## src/rtl/prco_mem_ctrl.sv

```systemverilog
// -----------------------------------------------------------------------------
// prco_mem_ctrl
//
// Initiator side of the core's local memory port. Arbitrates between the fetch
// stage and the load/store stage (load/store has priority), issues a one-cycle
// class-specific strobe (q_mem_ce_fetch or q_mem_ce_alu) with address, write
// enable and write data, then waits for the matching response pulse and returns
// the captured word to the requester.
//
// Ports:
//   i_clk, i_reset          clock, synchronous active-high reset
//   i_fetch_req/i_fetch_pc  fetch request (held until q_fetch_ack)
//   q_fetch_ack             one-cycle accept pulse for fetch
//   q_instr/q_instr_valid   fetched word and its one-cycle valid pulse
//   i_ls_req/we/addr/wdata  load/store request (held until q_ls_ack)
//   q_ls_ack                one-cycle accept pulse for load/store
//   q_ls_rdata/q_ls_done    read word (pre-write contents on a store) + done
//   q_mem_ce_fetch/alu      memory strobes, fetch-class / data-class
//   q_mem_we/addr/dina      write enable (data class only), address, data
//   i_mem_ce_dec/ce_reg     memory response pulses, fetch / data class
//   i_mem_douta             memory read data, valid in the response cycle
//   q_busy                  high whenever the FSM is not IDLE
//   q_timeout, q_range_err  sticky error flags, cleared only by reset
//
// Timing: request accepted in IDLE at N, strobe at N+1, response expected at
// N+2, completion pulse at N+3 (which is an IDLE cycle, so the next request
// can be accepted in that same cycle).
// -----------------------------------------------------------------------------
module prco_mem_ctrl #(
   parameter int unsigned P_LMEM_DEPTH = 255,
   parameter int unsigned P_TIMEOUT    = 15
) (
   input  logic        i_clk,
   input  logic        i_reset,
   input  logic        i_fetch_req,
   input  logic [15:0] i_fetch_pc,
   output logic        q_fetch_ack,
   output logic [15:0] q_instr,
   output logic        q_instr_valid,
   input  logic        i_ls_req,
   input  logic        i_ls_we,
   input  logic [15:0] i_ls_addr,
   input  logic [15:0] i_ls_wdata,
   output logic        q_ls_ack,
   output logic [15:0] q_ls_rdata,
   output logic        q_ls_done,
   output logic        q_mem_ce_fetch,
   output logic        q_mem_ce_alu,
   output logic        q_mem_we,
   output logic [15:0] q_mem_addr,
   output logic [15:0] q_mem_dina,
   input  logic        i_mem_ce_dec,
   input  logic        i_mem_ce_reg,
   input  logic [15:0] i_mem_douta,
   output logic        q_busy,
   output logic        q_timeout,
   output logic        q_range_err
);

   // The counter holds the number of unmatched WAIT cycles already spent, so
   // the abort fires on the P_TIMEOUT-th unmatched cycle when it equals
   // P_TIMEOUT-1; it never needs to represent P_TIMEOUT itself.
   localparam int               CNT_W    = (P_TIMEOUT > 1) ? $clog2(P_TIMEOUT) : 1;
   localparam logic [CNT_W-1:0] CNT_LAST = CNT_W'(P_TIMEOUT - 1);
   localparam logic [15:0]      ADDR_MAX = 16'(P_LMEM_DEPTH);

   typedef enum logic [1:0] {
      S_IDLE = 2'd0,
      S_REQ  = 2'd1,
      S_WAIT = 2'd2,
      S_ERR  = 2'd3
   } state_t;

   state_t           state_q,       state_d;
   logic             cls_alu_q,     cls_alu_d;     // 1 = data class, 0 = fetch
   logic [15:0]      addr_q,        addr_d;
   logic [15:0]      dina_q,        dina_d;
   logic             we_q,          we_d;
   logic [CNT_W-1:0] cnt_q,         cnt_d;
   logic             ce_fetch_q,    ce_fetch_d;
   logic             ce_alu_q,      ce_alu_d;
   logic             mem_we_q,      mem_we_d;
   logic [15:0]      instr_q,       instr_d;
   logic             instr_valid_q, instr_valid_d;
   logic [15:0]      ls_rdata_q,    ls_rdata_d;
   logic             ls_done_q,     ls_done_d;
   logic             busy_q,        busy_d;
   logic             timeout_q,     timeout_d;
   logic             range_err_q,   range_err_d;

   logic             fetch_ack;
   logic             ls_ack;
   logic             accept;
   logic             acc_alu;
   logic             acc_we;
   logic [15:0]      acc_addr;
   logic [15:0]      acc_dina;
   logic             match;
   logic             cmpl;
   logic [15:0]      cmpl_data;

   always_comb begin
      state_d       = state_q;
      cls_alu_d     = cls_alu_q;
      addr_d        = addr_q;
      dina_d        = dina_q;
      we_d          = we_q;
      cnt_d         = cnt_q;
      ce_fetch_d    = 1'b0;
      ce_alu_d      = 1'b0;
      mem_we_d      = 1'b0;
      instr_d       = instr_q;
      instr_valid_d = 1'b0;
      ls_rdata_d    = ls_rdata_q;
      ls_done_d     = 1'b0;
      timeout_d     = timeout_q;
      range_err_d   = range_err_q;
      fetch_ack     = 1'b0;
      ls_ack        = 1'b0;
      accept        = 1'b0;
      acc_alu       = 1'b0;
      acc_we        = 1'b0;
      acc_addr      = 16'h0000;
      acc_dina      = 16'h0000;
      match         = 1'b0;
      cmpl          = 1'b0;
      cmpl_data     = 16'h0000;

      case (state_q)
         S_IDLE: begin
            // Load/store has priority; a pending fetch simply stays requested
            // and is picked up in a later IDLE cycle.
            if (i_ls_req) begin
               ls_ack   = 1'b1;
               accept   = 1'b1;
               acc_alu  = 1'b1;
               acc_we   = i_ls_we;
               acc_addr = i_ls_addr;
               acc_dina = i_ls_wdata;
            end else if (i_fetch_req) begin
               fetch_ack = 1'b1;
               accept    = 1'b1;
               acc_addr  = i_fetch_pc;
            end
            if (accept) begin
               cls_alu_d = acc_alu;
               we_d      = acc_we;
               addr_d    = acc_addr;
               dina_d    = acc_dina;
               if (acc_addr > ADDR_MAX) begin
                  state_d = S_ERR;
               end else begin
                  // Strobes are registered so they appear exactly in REQ.
                  state_d    = S_REQ;
                  ce_fetch_d = ~acc_alu;
                  ce_alu_d   = acc_alu;
                  mem_we_d   = acc_alu & acc_we;
               end
            end
         end
         S_REQ: begin
            state_d = S_WAIT;
            cnt_d   = '0;
         end
         S_WAIT: begin
            // Only the response of our own class counts; the other is noise.
            match = cls_alu_q ? i_mem_ce_reg : i_mem_ce_dec;
            if (match) begin
               cmpl      = 1'b1;
               cmpl_data = i_mem_douta;
               state_d   = S_IDLE;
            end else if (cnt_q == CNT_LAST) begin
               cmpl      = 1'b1;
               timeout_d = 1'b1;
               state_d   = S_IDLE;
            end else begin
               cnt_d = cnt_q + 1'b1;
            end
         end
         S_ERR: begin
            cmpl        = 1'b1;
            range_err_d = 1'b1;
            state_d     = S_IDLE;
         end
         default: begin
            state_d = S_IDLE;
         end
      endcase

      if (cmpl) begin
         if (cls_alu_q) begin
            ls_rdata_d = cmpl_data;
            ls_done_d  = 1'b1;
         end else begin
            instr_d       = cmpl_data;
            instr_valid_d = 1'b1;
         end
      end

      busy_d = (state_d != S_IDLE);
   end

   always_ff @(posedge i_clk) begin
      if (i_reset) begin
         state_q       <= S_IDLE;
         cls_alu_q     <= 1'b0;
         addr_q        <= 16'h0000;
         dina_q        <= 16'h0000;
         we_q          <= 1'b0;
         cnt_q         <= '0;
         ce_fetch_q    <= 1'b0;
         ce_alu_q      <= 1'b0;
         mem_we_q      <= 1'b0;
         instr_q       <= 16'h0000;
         instr_valid_q <= 1'b0;
         ls_rdata_q    <= 16'h0000;
         ls_done_q     <= 1'b0;
         busy_q        <= 1'b0;
         timeout_q     <= 1'b0;
         range_err_q   <= 1'b0;
      end else begin
         state_q       <= state_d;
         cls_alu_q     <= cls_alu_d;
         addr_q        <= addr_d;
         dina_q        <= dina_d;
         we_q          <= we_d;
         cnt_q         <= cnt_d;
         ce_fetch_q    <= ce_fetch_d;
         ce_alu_q      <= ce_alu_d;
         mem_we_q      <= mem_we_d;
         instr_q       <= instr_d;
         instr_valid_q <= instr_valid_d;
         ls_rdata_q    <= ls_rdata_d;
         ls_done_q     <= ls_done_d;
         busy_q        <= busy_d;
         timeout_q     <= timeout_d;
         range_err_q   <= range_err_d;
      end
   end

   // Acks must land in the accept cycle itself, so they decode the state.
   assign q_fetch_ack    = fetch_ack;
   assign q_ls_ack       = ls_ack;
   assign q_instr        = instr_q;
   assign q_instr_valid  = instr_valid_q;
   assign q_ls_rdata     = ls_rdata_q;
   assign q_ls_done      = ls_done_q;
   assign q_mem_ce_fetch = ce_fetch_q;
   assign q_mem_ce_alu   = ce_alu_q;
   assign q_mem_we       = mem_we_q;
   assign q_mem_addr     = addr_q;
   assign q_mem_dina     = dina_q;
   assign q_busy         = busy_q;
   assign q_timeout      = timeout_q;
   assign q_range_err    = range_err_q;

endmodule

```

## config.mk

```make
export PLATFORM = sky130hd
export DESIGN_NAME = prco_mem_ctrl
export DESIGN_NICKNAME = d
export VERILOG_FILES = /design/src/rtl/prco_mem_ctrl.sv
export SDC_FILE = /design/constraint.sdc
export NUM_CORES = 1
export LEC_CHECK = 0
export BUFFER_PORTS_ARGS = -buffer_cell sky130_fd_sc_hd__buf_2
export CORE_MARGIN = 2
export CORE_UTILIZATION = 47
export CTS_CLUSTER_DIAMETER = 100
export DETAILED_ROUTE_END_ITERATION = 8
export HOLD_SLACK_MARGIN = 0.15
export PLACE_DENSITY_LB_ADDON = 0.25
export SETUP_SLACK_MARGIN = 0.02
export SYNTH_ARGS = -nofsm -noshare
export SYNTH_HDL_FRONTEND = slang
export SYNTH_SLANG_ARGS = --single-unit
```

## constraint.sdc

```tcl
create_clock -name i_clk -period 2.45 [get_ports i_clk]
set_clock_uncertainty 0.15 [all_clocks]
set_input_delay 0.245 -clock i_clk [delete_from_list [all_inputs] [get_ports i_clk]]
set_output_delay 0.245 -clock i_clk [all_outputs]
set_load 0.1 [all_outputs]
```

== Word level (Yosys, flattened, before mapping) ==
Cells that the tools add are included.
Cells by class
  $add $sub $neg: 1
  $lt $le $gt $ge: 1
  eq/ne operators: 6
  mux-type cells: 30
  bitwise gates (word level): 7
  reduce and logical (&&, ||, !) cells: 10
Operators with widths (count)
  16-bit two-way mux: 6
  16-bit by 8-bit greater-than comparator with 1-bit output (second input constant): 1
  1-bit two-way mux: 15
  2-bit two-way mux: 4
  4-bit two-way mux: 2
  2-bit case mux with 4 select lines: 1
  4-bit case mux with 2 select lines: 1
  1-bit NOT: 6
  2-bit AND reduction: 3
  3-bit AND reduction: 2
  4-bit by 1-bit adder with 4-bit output (second input constant): 1
  2-bit == test (second input constant): 2
  4-bit == test (second input constant): 1
  2-bit != test (second input constant): 2
  2-bit nonzero test: 2
  4-bit OR reduction: 1
  2-bit by 1-bit == test with 1-bit output (second input constant): 1
  2-bit logical NOT: 1
  1-bit case mux with 2 select lines: 1
  2-bit OR reduction: 1
  1-bit AND: 1
Storage, ports and cells
  bits in registers: 79
  input bits: 71
  logic and storage cells: 70

== Longest topological paths before layout ==
  depth in word-level cells: 8
  mapped depth: 8
  gate-level depth less buffers: 6

== Worst setup path before layout ==
OpenSTA, ideal clock, no wires.
  path kind: register to register
  start: register state_q[1]
  end: register cls_alu_q
  arrival time: 1.819 ns
  path slack: 0.319 ns
  cell stages (with the launch flop): 6
  buffers on the path: 1
  path through: dfxtp_1 > inv_1 > ha_1 > clkbuf_1 > and3_1 > nor3_1
On the way
  cells in the longest elaborated chain, start to end: 2
RTL lines
  start, declared: RTL line 74  | state_t state_q, state_d;
  start signal, assigned: RTL line 222  | state_q <= state_d;
  2-bit logical NOT: RTL line 129  | case (state_q)
  2-bit AND reduction (no source line)
  end signal, assigned: RTL line 223  | cls_alu_q <= cls_alu_d;
  end, declared: RTL line 75  | logic cls_alu_q, cls_alu_d;
Every way passes these cells.
A chain may end at the register's enable or synchronous reset.

== Worst setup path after layout ==
  start: input i_ls_req
  end: register mem_we_q, in the netlist q_mem_we
On the way
  cells in the longest elaborated chain, start to end: 4
RTL lines
  start, declared: RTL line 40  | input logic i_ls_req,
  16-bit two-way mux / 1-bit two-way mux (equally long branches): RTL line 133  | if (i_ls_req) begin
  16-bit two-way mux / 1-bit two-way mux (equally long branches): RTL line 129
  16-bit by 8-bit greater-than comparator with 1-bit output / 1-bit NOT (equally long branches)
  4-bit OR reduction (no source line)
  end signal, assigned: RTL line 230  | mem_we_q <= mem_we_d;
  end, declared: RTL line 82  | logic mem_we_q, mem_we_d;
Parallel ways exist; a longest one is shown, timed or not. The select of a mux whose other input is x is not followed.

==> results.md <==
- Status: finished, final reports clean
- Layout Cells excl Fill: 630
- Asr flop ratio synth: 0%
- Final setup violating endpoints: 0
- GRT Max-Usage Layer: met2
- Post-DRT Antenna Nets: 0
- R2r endpoint: q_mem_ce_alu
- Leak pwr: 0.00221 uW
- Skew-Pair Late Insertion Delay: ~330 ps
- EDFF count, synth: 0
- CP Launch Point: i_ls_req
- Cell Area, Synth: approximately 0.0032 mm2
- Initial Util: about half
- PD cells: 770 mW/mm2
- Port buffer count: 144
- Placer Congestion: 0.909
- Global route total overflow: 0
- Synthesized flop and latch total: 79
- Startpoint Class: primary input
- Syn_nets: slightly above 400
- Drt total wl: 8960 um
- Max-Cap Viols: 0
- Final Critical Period: 2350 ps
- Via Count: 3229
- Cell variety after synth: 40
- Site Rows: 30
- Worst hold margin: ~180 ps
- CP Depth: 7
- Core area: roughly 0.0067 mm2
- Top-count cell post-synth: dfxtp_1
- First-pass DRT Iterations: 4
- # fillers: 464
- Peak supply drop: 0.490 mV
- R2r setup slk: 270 ps
- Die width: slightly below 90 um
- Synth area leader: dfxtp_1
- Worst setup path endpoint: q_mem_we
- Clk Tree Root Cell: clkbuf_8
- Rel. slew slack: 50.1%
- Largest fanout on the critical path: 9
- CTS tree: built
- DRC viols: 0
- Max Slew Vio Count: 0
- R2R depth: 6
- Required @ worst endpoint: 2520 ps
- Area of the die: 0.00755 mm2
- CTS Sinks: 79
- Met3 GRT Util: 4.74%
- # IOs: 145
- Number of diodes: 0
- Routed WL per cell: 14.2 um
- Met1 Use GR: 29.4%
- Total CTS buffers: 9
- Pin count of the biggest net entering global routing: 31
- CP delay by family, top: buffers and inverters
- First-pass GRT wire length: 14100 um
- Max Buffers Root-to-Sink: 2
- Most used cell, CP: dlygate4sd3_1
- CP endpoint kind: flip-flop
- Hpwl dp: about 5500 um
- Commonest cells post-synth: 79 x dfxtp_1, 40 x nor2_1, 35 x nand2b_1, 34 x mux2i_1
- Area share of the largest cell type after synthesis: 49.0%
- Slowest CP cell: dlygate4sd3_1
- Post-Syn Instances: 333
- CP Cell Sequence: dlygate4sd3_1, buf_2, clkinvlp_4, buf_4, a21oi_1, and4b_1, dlygate4sd3_1
- Iter 0 DRT Violations: 114
- Layout cell share with drive strength beyond 1: around a third
- Worst path buffer plus inverter count: 5
- Met2 usage: 38.9%
- Seq/Total Area, Yosys: 49.0%
- Fmax: 425 MHz
- CTS H-Tree Depth: 3
- Worst Setup Path Type: in -> reg
- Avg Cell Area, Syn: 9.70 um2
- RSZ-0062 raised after global routing: false
- Final Hold Fails: 0
- Overall routing resource usage: 23.3%
- Setup TNS: 0 ps
- Final period utilization: 96.1%
- Placed cells: 544
- Antenna violations before repair: 0
- YS warnings: 0
- Worst reg2reg path startpoint: state_q[1]
- Area Overhead vs Synth: 53.0%
- Die Y: just under 90 um
- Fin util: 73.5%
- CP max stage delay: 560 ps
- Largest cells by area after synthesis: dfxtp_1 49%, mux2i_1 11%, nand2b_1 6.8%
- Slew @ Worst Pin: about 750 ps
- Reg clk slew, reported paths: roughly 80 ps
- Vias in the first global route: 3082
- Synth Flop Type: dfxtp_1
- Critical path arrival: 2430 ps
- NumNets Final: between 600 and 700
- Hold/Removal Path Class: in -> reg
- Via density per instance: 5.13
[layout make-up]
cell class / instances / area (um2) / share of cell area [%]
flip-flops and latches: 79 / 1580 / 32.0
multi-input cells: 225 / 1530 / 30.9
repair buffers: 223 / 1510 / 30.6
clock buffers: 10 / 128 / 2.58
well taps: 80 / 100 / 2.03
clock inverters: 6 / 61.3 / 1.24
inverters: 7 / 30.0 / 0.608
[layer usage]
metal  wire (um)  vias up
met5           0        -
met4         158        0
met3         618       14
met2        4270      138
met1        3920     1479
li1            -     1598
[tightest hold or removal path: stages]
cell      delay [ps]
buf_2            110
o22ai_1          170
a211oi_1         100
[layout by cell type, fill, tap and decap left out, types with 4 or more instances in the layout]
master	n
a211oi_1	16
a21oi_1	7
a22oi_1	16
buf_2	142
buf_4	11
clkbuf_8	9
dfxtp_1	79
dlygate4sd3_1	68
ha_1	5
inv_1	6
mux2i_1	34
nand2_1	16
nand2b_1	34
nor2_1	40
nor4_1	4
o22ai_1	15
[kinds of logic after synthesis]
| logic type | count (synthesis) | share of synthesized area, % |
|---|---|---|
| flip-flops | 79 | 49.0 |
| AND/OR/NAND/NOR | 115 | 18.3 |
| adder cells (fa/ha/maj) | 6 | 2.32 |
| multiplexers | 35 | 11.0 |
| AO/OA/AOI/OAI | 69 | 15.0 |
| buffers and inverters | 29 | 4.46 |
[worst min-delay path by stage]
stage,cells past startpoint,slack (ps),startpoint,endpoint
final,3,180,i_ls_addr[12],q_mem_addr[12]
after floorplan,2,240,i_mem_douta[8],q_instr[8]
after CTS,3,160,i_ls_addr[12],q_mem_addr[12]
after global placement,2,300,q_instr[10],q_instr[10]
after global routing,3,200,i_ls_addr[9],q_mem_addr[9]
after detailed placement,2,310,q_instr[5],q_instr[5]
[flip-flops by register name (all words and copies together), names as in the netlist, 2 cells and up]
register and count:
state_q 2, cnt_q 4, q_mem_dina 16, q_ls_rdata 16
q_mem_addr 16, q_instr 16
[what timing repair did]
item | 4_1_cts | 5_1_grt
setup buffers | 0 | 2
hold buffers | 68 | 0
endpoints found under the hold margin | 68 | 0
endpoints found under the setup margin | 0 | 2
resized for setup | 0 | 5
[report_power, final]
part	total (uW)	leakage [uW]	internal (uW)	switching [uW]
clock	917	0.0000960	467	449
sequential	1440	0.000644	1380	58.6
combinational	1450	0.00147	386	1060
[through the flow]
step | area [um2] | total power [uW] | setup slack, ps
floorplan | 3230 | 2540 | 319
finish | 4940 | 3810 | 96.2
global route | 4940 | 3970 | 54.2
detailed placement | 4030 | 2800 | 336
CTS | 4900 | 3800 | 69.4
global placement | 4030 | 2790 | 404
Note: power is estimated with default switching activity, not from simulation.
